===== config.mk =====
export PLATFORM = sky130hd
export DESIGN_NAME = pcap_replay_ifg_gate
export DESIGN_NICKNAME = d
export VERILOG_FILES = /design/src/rtl/pcap_replay_pkg.sv /design/src/rtl/axis_skid_buf.sv /design/src/rtl/pcap_replay_ifg_gate.sv
export SDC_FILE = /design/constraint.sdc
export NUM_CORES = 1
export LEC_CHECK = 0
export CAP_MARGIN = 5
export CORE_AREA = 2 2 383 385
export DETAILED_ROUTE_END_ITERATION = 10
export DIE_AREA = 0 0 385 387
export GPL_TIMING_DRIVEN = 0
export PLACE_DENSITY = 0.5
export SKIP_CTS_REPAIR_TIMING = 1
export SYNTH_ARGS = -nofsm -noshare
export SYNTH_HDL_FRONTEND = slang
export SYNTH_SLANG_ARGS = --single-unit

===== constraint.sdc =====
create_clock -name axi_aclk -period 26.9 [get_ports axi_aclk]
set_input_delay 5.38 -clock axi_aclk [delete_from_list [all_inputs] [get_ports axi_aclk]]
set_output_delay 5.38 -clock axi_aclk [all_outputs]
set_load 0.02 [all_outputs]

===== src/rtl/pcap_replay_pkg.sv =====
// Shared definitions for the pcap replay stages: gap FSM states, the replay
// queue count and the mapping from a NetFPGA source-port field to a queue.
package pcap_replay_pkg;

  typedef enum logic {
    FSM_PASS = 1'b0,
    FSM_GAP  = 1'b1
  } fsm_e;

  localparam int REPLAY_NUM_QUEUES = 4;
  localparam int REPLAY_QW         = 2;

  // even_bits[i] is src_port[2*i]; the lowest set bit selects the queue,
  // and an all-zero field falls back to queue 0.
  function automatic logic [REPLAY_QW-1:0] src_port_to_queue(
    input logic [REPLAY_NUM_QUEUES-1:0] even_bits
  );
    logic [REPLAY_QW-1:0] q;
    q = '0;
    for (int i = REPLAY_NUM_QUEUES - 1; i >= 0; i--) begin
      if (even_bits[i]) q = REPLAY_QW'(i);
    end
    return q;
  endfunction

endpackage


===== src/rtl/axis_skid_buf.sv =====
// Two-entry AXI-Stream skid buffer with a registered output stage.
// The upstream ready is a register (not combinational from m_ready), and
// the output payload is held steady while m_valid is waiting for m_ready.
module axis_skid_buf #(
  parameter int W = 8
) (
  input  logic         clk,
  input  logic         rst_n,
  input  logic [W-1:0] s_data,
  input  logic         s_valid,
  output logic         s_ready,
  output logic [W-1:0] m_data,
  output logic         m_valid,
  input  logic         m_ready
);

  logic [W-1:0] out_data_q, out_data_d;
  logic         out_valid_q, out_valid_d;
  logic [W-1:0] sk_data_q, sk_data_d;
  logic         sk_valid_q, sk_valid_d;
  logic         s_acc;

  assign s_ready = ~sk_valid_q;
  assign s_acc   = s_valid & ~sk_valid_q;
  assign m_data  = out_data_q;
  assign m_valid = out_valid_q;

  // Next state: refill the output from the skid entry first, else from input.
  always_comb begin
    out_data_d  = out_data_q;
    out_valid_d = out_valid_q;
    sk_data_d   = sk_data_q;
    sk_valid_d  = sk_valid_q;
    if (!out_valid_q || m_ready) begin
      if (sk_valid_q) begin
        out_data_d  = sk_data_q;
        out_valid_d = 1'b1;
        sk_valid_d  = 1'b0;
      end else begin
        out_valid_d = s_acc;
        if (s_acc) out_data_d = s_data;
      end
    end else if (s_acc) begin
      sk_data_d  = s_data;
      sk_valid_d = 1'b1;
    end
  end

  // State registers; the output payload is cleared so reset drives zeros.
  always_ff @(posedge clk) begin
    if (!rst_n) begin
      out_valid_q <= 1'b0;
      sk_valid_q  <= 1'b0;
      out_data_q  <= '0;
    end else begin
      out_valid_q <= out_valid_d;
      sk_valid_q  <= sk_valid_d;
      out_data_q  <= out_data_d;
    end
    sk_data_q <= sk_data_d;
  end

endmodule


===== src/rtl/pcap_replay_ifg_gate.sv =====
// Per-queue inter-frame gap gate behind the pcap replay engine.
// After an accepted tlast the input is closed for delay_cfg[q] cycles, where
// q is latched from the tuser source-port field on the packet's first beat.
// Optional feature macro: IFG_GATE_PKT_CNT_EN adds the pkt_count output.
module pcap_replay_ifg_gate
  import pcap_replay_pkg::*;
#(
  parameter int C_AXIS_DATA_WIDTH    = 256,
  parameter int C_AXIS_TUSER_WIDTH   = 128,
  parameter int C_NUM_QUEUES         = 4,
  parameter int C_SRC_PORT_WIDTH     = 8,
  parameter int C_TUSER_SRC_PORT_POS = 24,
  parameter int C_DELAY_WIDTH        = 32
) (
  input  logic                                   axi_aclk,
  input  logic                                   axi_aresetn,
  input  logic                                   sw_rst,
  input  logic                                   enable,
  input  logic [C_NUM_QUEUES*C_DELAY_WIDTH-1:0]  delay_cfg,
  input  logic [C_AXIS_DATA_WIDTH-1:0]           s_axis_tdata,
  input  logic [C_AXIS_DATA_WIDTH/8-1:0]         s_axis_tstrb,
  input  logic [C_AXIS_TUSER_WIDTH-1:0]          s_axis_tuser,
  input  logic                                   s_axis_tvalid,
  input  logic                                   s_axis_tlast,
  output logic                                   s_axis_tready,
  output logic [C_AXIS_DATA_WIDTH-1:0]           m_axis_tdata,
  output logic [C_AXIS_DATA_WIDTH/8-1:0]         m_axis_tstrb,
  output logic [C_AXIS_TUSER_WIDTH-1:0]          m_axis_tuser,
  output logic                                   m_axis_tvalid,
  output logic                                   m_axis_tlast,
  input  logic                                   m_axis_tready
`ifdef IFG_GATE_PKT_CNT_EN
  ,
  output logic [31:0]                            pkt_count
`endif
);

  localparam int PW = C_AXIS_DATA_WIDTH + C_AXIS_DATA_WIDTH/8 + C_AXIS_TUSER_WIDTH + 1;

  logic                         rst_n;
  logic                         skid_ready;
  logic                         s_acc;
  logic [PW-1:0]                m_payload;
  logic [REPLAY_NUM_QUEUES-1:0] even_bits;
  logic [REPLAY_QW-1:0]         q_now, q_eff;
  logic [C_DELAY_WIDTH-1:0]     d_sel;

  fsm_e                     state_q, state_d;
  logic [C_DELAY_WIDTH-1:0] cnt_q, cnt_d;
  logic                     sop_q, sop_d;
  logic [REPLAY_QW-1:0]     q_q, q_d;

  assign rst_n         = axi_aresetn & ~sw_rst;
  assign s_axis_tready = rst_n & (state_q == FSM_PASS) & skid_ready;
  assign s_acc         = s_axis_tvalid & s_axis_tready;

  axis_skid_buf #(.W(PW)) u_skid (
    .clk     (axi_aclk),
    .rst_n   (rst_n),
    .s_data  ({s_axis_tdata, s_axis_tstrb, s_axis_tuser, s_axis_tlast}),
    .s_valid (s_acc),
    .s_ready (skid_ready),
    .m_data  (m_payload),
    .m_valid (m_axis_tvalid),
    .m_ready (m_axis_tready)
  );

  assign {m_axis_tdata, m_axis_tstrb, m_axis_tuser, m_axis_tlast} = m_payload;

  // Gather src_port[2*i] bits and pick the queue / gap for the current beat.
  always_comb begin
    even_bits = '0;
    for (int i = 0; i < REPLAY_NUM_QUEUES; i++) begin
      if (2 * i < C_SRC_PORT_WIDTH) even_bits[i] = s_axis_tuser[C_TUSER_SRC_PORT_POS + 2*i];
    end
    q_now = src_port_to_queue(even_bits);
    q_eff = sop_q ? q_now : q_q;
    d_sel = delay_cfg[int'(q_eff)*C_DELAY_WIDTH +: C_DELAY_WIDTH];
  end

  // Gap FSM: open in PASS, closed while counting down in GAP.
  always_comb begin
    state_d = state_q;
    cnt_d   = cnt_q;
    sop_d   = sop_q;
    q_d     = q_q;
    if (s_acc) begin
      sop_d = s_axis_tlast;
      if (sop_q) q_d = q_now;
    end
    case (state_q)
      FSM_PASS: begin
        if (s_acc && s_axis_tlast && enable && (d_sel != '0)) begin
          state_d = FSM_GAP;
          cnt_d   = d_sel;
        end
      end
      FSM_GAP: begin
        cnt_d = cnt_q - C_DELAY_WIDTH'(1);
        if (cnt_q <= C_DELAY_WIDTH'(1)) state_d = FSM_PASS;
      end
      default: state_d = FSM_PASS;
    endcase
  end

  // FSM, gap counter, start-of-packet flag and latched queue.
  always_ff @(posedge axi_aclk) begin
    if (!rst_n) begin
      state_q <= FSM_PASS;
      cnt_q   <= '0;
      sop_q   <= 1'b1;
      q_q     <= '0;
    end else begin
      state_q <= state_d;
      cnt_q   <= cnt_d;
      sop_q   <= sop_d;
      q_q     <= q_d;
    end
  end

`ifdef IFG_GATE_PKT_CNT_EN
  logic [31:0] pkt_cnt_q, pkt_cnt_d;

  assign pkt_count = pkt_cnt_q;

  // Count packets completed on the output side; wraps naturally.
  always_comb begin
    pkt_cnt_d = pkt_cnt_q;
    if (m_axis_tvalid && m_axis_tready && m_axis_tlast) pkt_cnt_d = pkt_cnt_q + 32'd1;
  end

  // Packet counter register.
  always_ff @(posedge axi_aclk) begin
    if (!rst_n) pkt_cnt_q <= '0;
    else        pkt_cnt_q <= pkt_cnt_d;
  end
`endif

endmodule


## After elaboration in Yosys (flattened, before gate mapping)

Index checks and enable logic that the tools add are counted.

| storage, ports and cells | value |
|---|---|
| RAM bits | 0 |
| flip-flop bits (word level) | 872 |
| memories | 0 |
| latch bits | 0 |
| ROM bits | 0 |
| output and inout port bits | 419 |
| logic and storage cells | 45 |

| operators by class | value |
|---|---|
| bitwise operators | 10 |
| reductions and logical operators | 10 |
| shift-type cells | 1 |
| $add $sub $neg | 1 |
| div/mod/pow operators | 0 |
| order comparisons | 1 |
| equal/unequal tests | 1 |
| muxes and demuxes | 13 |
| $mul | 0 |

Operator list:

| operator | number |
|---|---|
| $mux W417 | 2 |
| $shiftx A128 B8 Y32 | 1 |
| $pmux W32 S2 | 1 |
| $le A32 B1 Y1 const B | 1 |
| $mux W32 | 1 |
| $reduce_bool A32 Y1 | 1 |
| $sub A32 B1 Y32 const B | 1 |
| $mux W2 | 5 |
| $and A1 B1 Y1 | 5 |
| $not A1 Y1 | 5 |
| $reduce_and A2 Y1 | 2 |
| $logic_and A1 B1 Y1 | 3 |
| $mux W1 | 3 |
| $ne A2 B1 Y1 const B | 1 |
| $pmux W1 S2 | 1 |
| $reduce_bool A2 Y1 | 1 |
| $reduce_or A2 Y1 | 1 |
| $logic_not A1 Y1 | 1 |
| $logic_or A1 B1 Y1 | 1 |

## Longest topological paths before layout

| depth | value |
|---|---|
| word-level depth | 10 |
| gate-level depth with buffers | 10 |
| depth with buffers taken out | 8 |

## Cells and area by module

From an unflattened synthesis, not the netlist that was laid out.

| unflattened totals | value |
|---|---|
| cells, all modules | 2809 |
| area total of the unflattened synthesis | 35949.5 µm² |

Modules (own cells, without submodules):

| module | instances | area each (µm²) | cells each | seq. area each (µm²) |
|---|---|---|---|---|
| axis_skid_buf | 1 | 32536.2 | 2330 | 20910.1 |
| pcap_replay_ifg_gate | 1 | 3413.3 | 479 | 720.7 |

## Worst setup path before layout

OpenSTA, ideal clock, no wires.

| timing path | value |
|---|---|
| path type | input -> register |
| start | in sw_rst |
| end | reg u_skid.sk_data_q[0] (enable) |
| cell stages on the path | 5 |
| setup slack | 1.811 ns |
| arrival time | 23.883 ns |
| path buffers | 1 |
| setup time | 1.206 ns |
| path through | nand2b_1 > clkbuf_1 > nor3_1 > nand2_1 > nor2_1 |

| on the way | value |
|---|---|
| longest elaborated chain between the ends | 7 |

RTL lines:

| item | line | RTL |
|---|---|---|
| start: declaration | pcap_replay_ifg_gate.sv:17 | `input logic sw_rst,` |
| $not A1 Y1 | pcap_replay_ifg_gate.sv:53 | `assign rst_n = axi_aresetn & ~sw_rst;` |
| $and A1 B1 Y1 | pcap_replay_ifg_gate.sv:53 |  |
| $and A1 B1 Y1 (2 in series) | pcap_replay_ifg_gate.sv:54 | `assign s_axis_tready = rst_n & (state_q == FSM_PASS) & skid_ready;` |
| named net s_axis_tready | pcap_replay_ifg_gate.sv:25 | `output logic s_axis_tready,` |
| $and A1 B1 Y1 | pcap_replay_ifg_gate.sv:55 | `assign s_acc = s_axis_tvalid & s_axis_tready;` |
| $and A1 B1 Y1 | axis_skid_buf.sv:24 | `assign s_acc = s_valid & ~sk_valid_q;` |
| $reduce_and A2 Y1 (no line) | -- |  |
| end signal: assignment | axis_skid_buf.sv:60 | `sk_data_q <= sk_data_d;` |
| end: declaration | axis_skid_buf.sv:19 | `logic [W-1:0] sk_data_q, sk_data_d;` |

The timed path passes the listed nets, and every way through them passes these cells.
A chain may end at the register's enable or synchronous reset.

## Worst setup path in the final report

| timing path | value |
|---|---|
| start | in axi_aresetn |
| end | out s_axis_tready |

| on the way | value |
|---|---|
| longest elaborated chain between the ends | 3 |

RTL lines:

| item | line | RTL |
|---|---|---|
| start: declaration | pcap_replay_ifg_gate.sv:16 | `input logic axi_aresetn,` |
| $and A1 B1 Y1 | pcap_replay_ifg_gate.sv:53 |  |
| $and A1 B1 Y1 (2 in series) | pcap_replay_ifg_gate.sv:54 |  |
| end: declaration | pcap_replay_ifg_gate.sv:25 |  |

No other way between the ends.

==> results.txt <==
----------------------------------------------------
[Run status]
  Outcome ... finished clean

[Placed design]
  Cells after DPL ... 5673
  Placer congestion estimate ... 0.8898
  Setup WS pre-CTS ... 13.99 ns
  Port Buffer Count ... 969
  DP Wirelength ... 108600 microns

[Floorplanning]
  Site row count ... 140
  Number of top-level design ports ... 970
  Core region area ... 144900 sq um
  Die height ... 387 microns
  Die Footprint ... 149000 sq um
  Starting density of the core ... 0.2346
  Chip Width ... 385 microns

[Critical path]
  CP endpoint kind ... output port
  Type of element launching the critical path ... primary input
  Worst path max stage delay ... 0.77 ns
  Ordered list of cells on the worst path ... clkdlybuf4s50_1, nand2b_1, clkbuf_1, nor3_1, clkdlybuf4s50_1
  Cell occurring most often along the worst timing path ... sky130_fd_sc_hd__clkdlybuf4s50_1
  Crit path max-delay family ... buffers and inverters
  Crit Path Class ... primary input to output port
  Data arrival at the endpoint of the critical path ... 7.55 ns
  Total buffers and inverters traversed by the critical path ... 3
  Critical Path RT ... 21.52 ns
  Max stage delay cell, worst path ... sky130_fd_sc_hd__clkdlybuf4s50_1
  Max FO, Critical Path ... 5

[Synthesis]
  Number of flops mapped to enable cells by yosys ... 417
  Sequential cell area fraction in the yosys report ... 0.6364
  Synth Register Bits ... 872
  Average size of a mapped cell ... 12.28 sq um
  Net count after synthesis ... 3321
  Netlist area before placement ... 33990 sq um
  Dominant register cell in the synthesized netlist ... sky130_fd_sc_hd__dfxtp_1
  Synth Warn # ... 0
  Fraction of synthesis flops using an asynchronous set or reset pin ... 0
  Cell count after synthesis ... 2768
  Synth unique cells ... 61

[GRT]
  Largest net degree at the start of global routing ... 29
  Leftover overflow at the end of global routing ... 0
  Global-route total usage across every layer ... 0.1824
  Via count of the first global-routing pass ... 27030
  Antenna violations before repair ... 30
  Wire length of the first global-routing pass ... 199300 microns

[Power and ir drop]
  Leakage Power ... 15.48 nW
  Cell area power density ... 63.04 nW/um^2
  Worst supply voltage drop on vdd ... 0.05078 mV

[Finish]
  Commonest cells after routing, fill and taps aside ... sky130_fd_sc_hd__clkdlybuf4s50_1 (969), sky130_fd_sc_hd__dfxtp_1 (455), sky130_fd_sc_hd__nor2_1 (445)
  Final net count ... 4413
  Leading cell type in the layout, fill and taps excluded ... sky130_fd_sc_hd__clkdlybuf4s50_1
  Number of standard cells in the layout, taps in and fillers out ... 5880
  Share of final-layout standard cells stronger than drive strength 1 ... 0.05444
  P&R area growth vs syn ... 47.35%

[Route]
  Total via count after detailed routing ... 26940
  DR pass1 iterations ... 5
  Total length of routed wires ... 140900 microns
  Routed Antenna Nets ... 0
  Residual DRC ... 0
  Detailed-route wire length per cell ... 23.96 microns
  Initial DRC Count ... 1427
  Vias per std cell ... 4.581

[Timing]
  Final critical path time including I/O delays and setup ... 12.93 ns
  Final worst slack ... 13.97 ns
  Final number of max-transition violations ... 0
  Final worst-path cycle share ... 0.4807
  Clk_skew ... 0.07609 ns
  Setup TNS ... 0 ns
  Min Hold Slack ... 0.4613 ns
  Actual transition at the worst max-transition pin ... 1.325 ns
  Number of setup violations in the final report ... 0
  RSZ-0062 raised after global routing ... false
  Highest clock frequency the design can meet ... 77.33 MHz
  Fin. Hold Viols ... 0
  Relative slew slack ... 0.1167

[Clock tree]
  Master cell of the clock root buffer ... sky130_fd_sc_hd__clkbuf_16
  Buffers from clock root to sink, at most ... 3
  Clock latency at the later pin of the worst-skew pair ... 0.74 ns
  Clock sink total ... 872
  H-tree depth ... 3
  Clock buffers created by TritonCTS ... 102
  Register clock-pin slew on the reported worst setup and hold paths ... 0.06 ns
  TritonCTS clock tree ... yes

[Min path]
  Path class of the lowest-slack min-delay path ... register to register

[Job]
  Max-Cap Viols ... 0

----------------------------------------------------
==> state kept, by name (all words and copies together), names as in the netlist <==
register           count
state_q                1
sop_q                  1
u_skid.m_data        417
cnt_q                 32
q_q                    2
u_skid.sk_valid_q      1
u_skid.m_valid         1
u_skid.sk_data_q     417
==> final cells by class <==
type	instances	area [sq um]
Fill cell	14540	94780
Sequential cell	872	21630
Multi-Input combinational cell	1665	11460
Timing Repair Buffer	988	10090
Clock buffer	152	2982
Tap cell	1917	2399
Buffer	226	885.9
Clock inverter	41	580.6
Antenna cell	14	35.03
Inverter	5	18.77
==> kinds of logic after synthesis <==
logic type / share of synthesized area
compound gates: 0.1257
fa+ha+maj: 0.0007361
xor+xnor: 0.001546
buf+inv: 0.02658
flops: 0.6364
mux: 0.1281
simple gates: 0.08095
==> stage by stage <==
stage          total power, mW  utilization  area [sq um]
2_1_floorplan            1.561            -         33990
3_3_place_gp             1.741       0.3181         46090
3_5_place_dp             1.741       0.3209         46490
4_1_cts                  3.202       0.3455         50050
5_1_grt                  3.270       0.3457         50080
6_report                 3.157       0.3457         50080
==> final timing paths <==
check | end | slack [ns] | from | depth (start not counted)
worst max-delay path | s_axis_tready | 13.97 | axi_aresetn | 5
worst min-delay path | cnt_q[14] | 0.46 | cnt_q[14] | 2
worst max register to register | u_skid.m_data[409] | 22.74 | u_skid.sk_valid_q | 6
worst min register to register | cnt_q[14] | 0.46 | cnt_q[14] | 2
==> routing by layer <==
metal,up-vias,part of all wire,global-route usage
met5,-,0.00078,0
met4,16,0.025,0.05376
met3,177,0.086,0.06439
met2,884,0.49,0.3081
met1,13230,0.40,0.2161
li1,12630,-,-
==> Yosys cell counts, types with 9 or more instances <==
| master | count | area share |
|---|---|---|
| sky130_fd_sc_hd__mux2i_1 | 435 | 0.13 |
| sky130_fd_sc_hd__dfxtp_1 | 455 | 0.27 |
| sky130_fd_sc_hd__nor2_1 | 446 | 0.049 |
| sky130_fd_sc_hd__clkbuf_1 | 196 | 0.022 |
| sky130_fd_sc_hd__o21ai_0 | 13 | 0.0019 |
| sky130_fd_sc_hd__nand2_1 | 85 | 0.0094 |
| sky130_fd_sc_hd__buf_1 | 20 | 0.0022 |
| sky130_fd_sc_hd__a21oi_1 | 38 | 0.0056 |
| sky130_fd_sc_hd__a211oi_1 | 436 | 0.096 |
| sky130_fd_sc_hd__o2111a_1 | 20 | 0.0066 |
| sky130_fd_sc_hd__edfxtp_1 | 417 | 0.37 |
| sky130_fd_sc_hd__or3_1 | 9 | 0.0017 |
| sky130_fd_sc_hd__nor3_1 | 14 | 0.0021 |
| sky130_fd_sc_hd__nand3_1 | 42 | 0.0062 |
| sky130_fd_sc_hd__nor4_1 | 23 | 0.0042 |
==> where the power goes <==
part	internal (mW)	total [mW]	switching [mW]
registers	1.41	1.42	0.00965
clock network	0.851	1.45	0.595
logic	0.139	0.294	0.155
total	2.40	3.16	0.760
==> worst register-to-register path, delay by kind of cell, from the launching register on <==
family | cells | cell delay, ns
mux | 1 | 0.63
flops | 1 | 0.30
compound gates | 1 | 0.15
buf+inv | 4 | 2.92
Note: power is estimated with default switching activity, not from simulation.
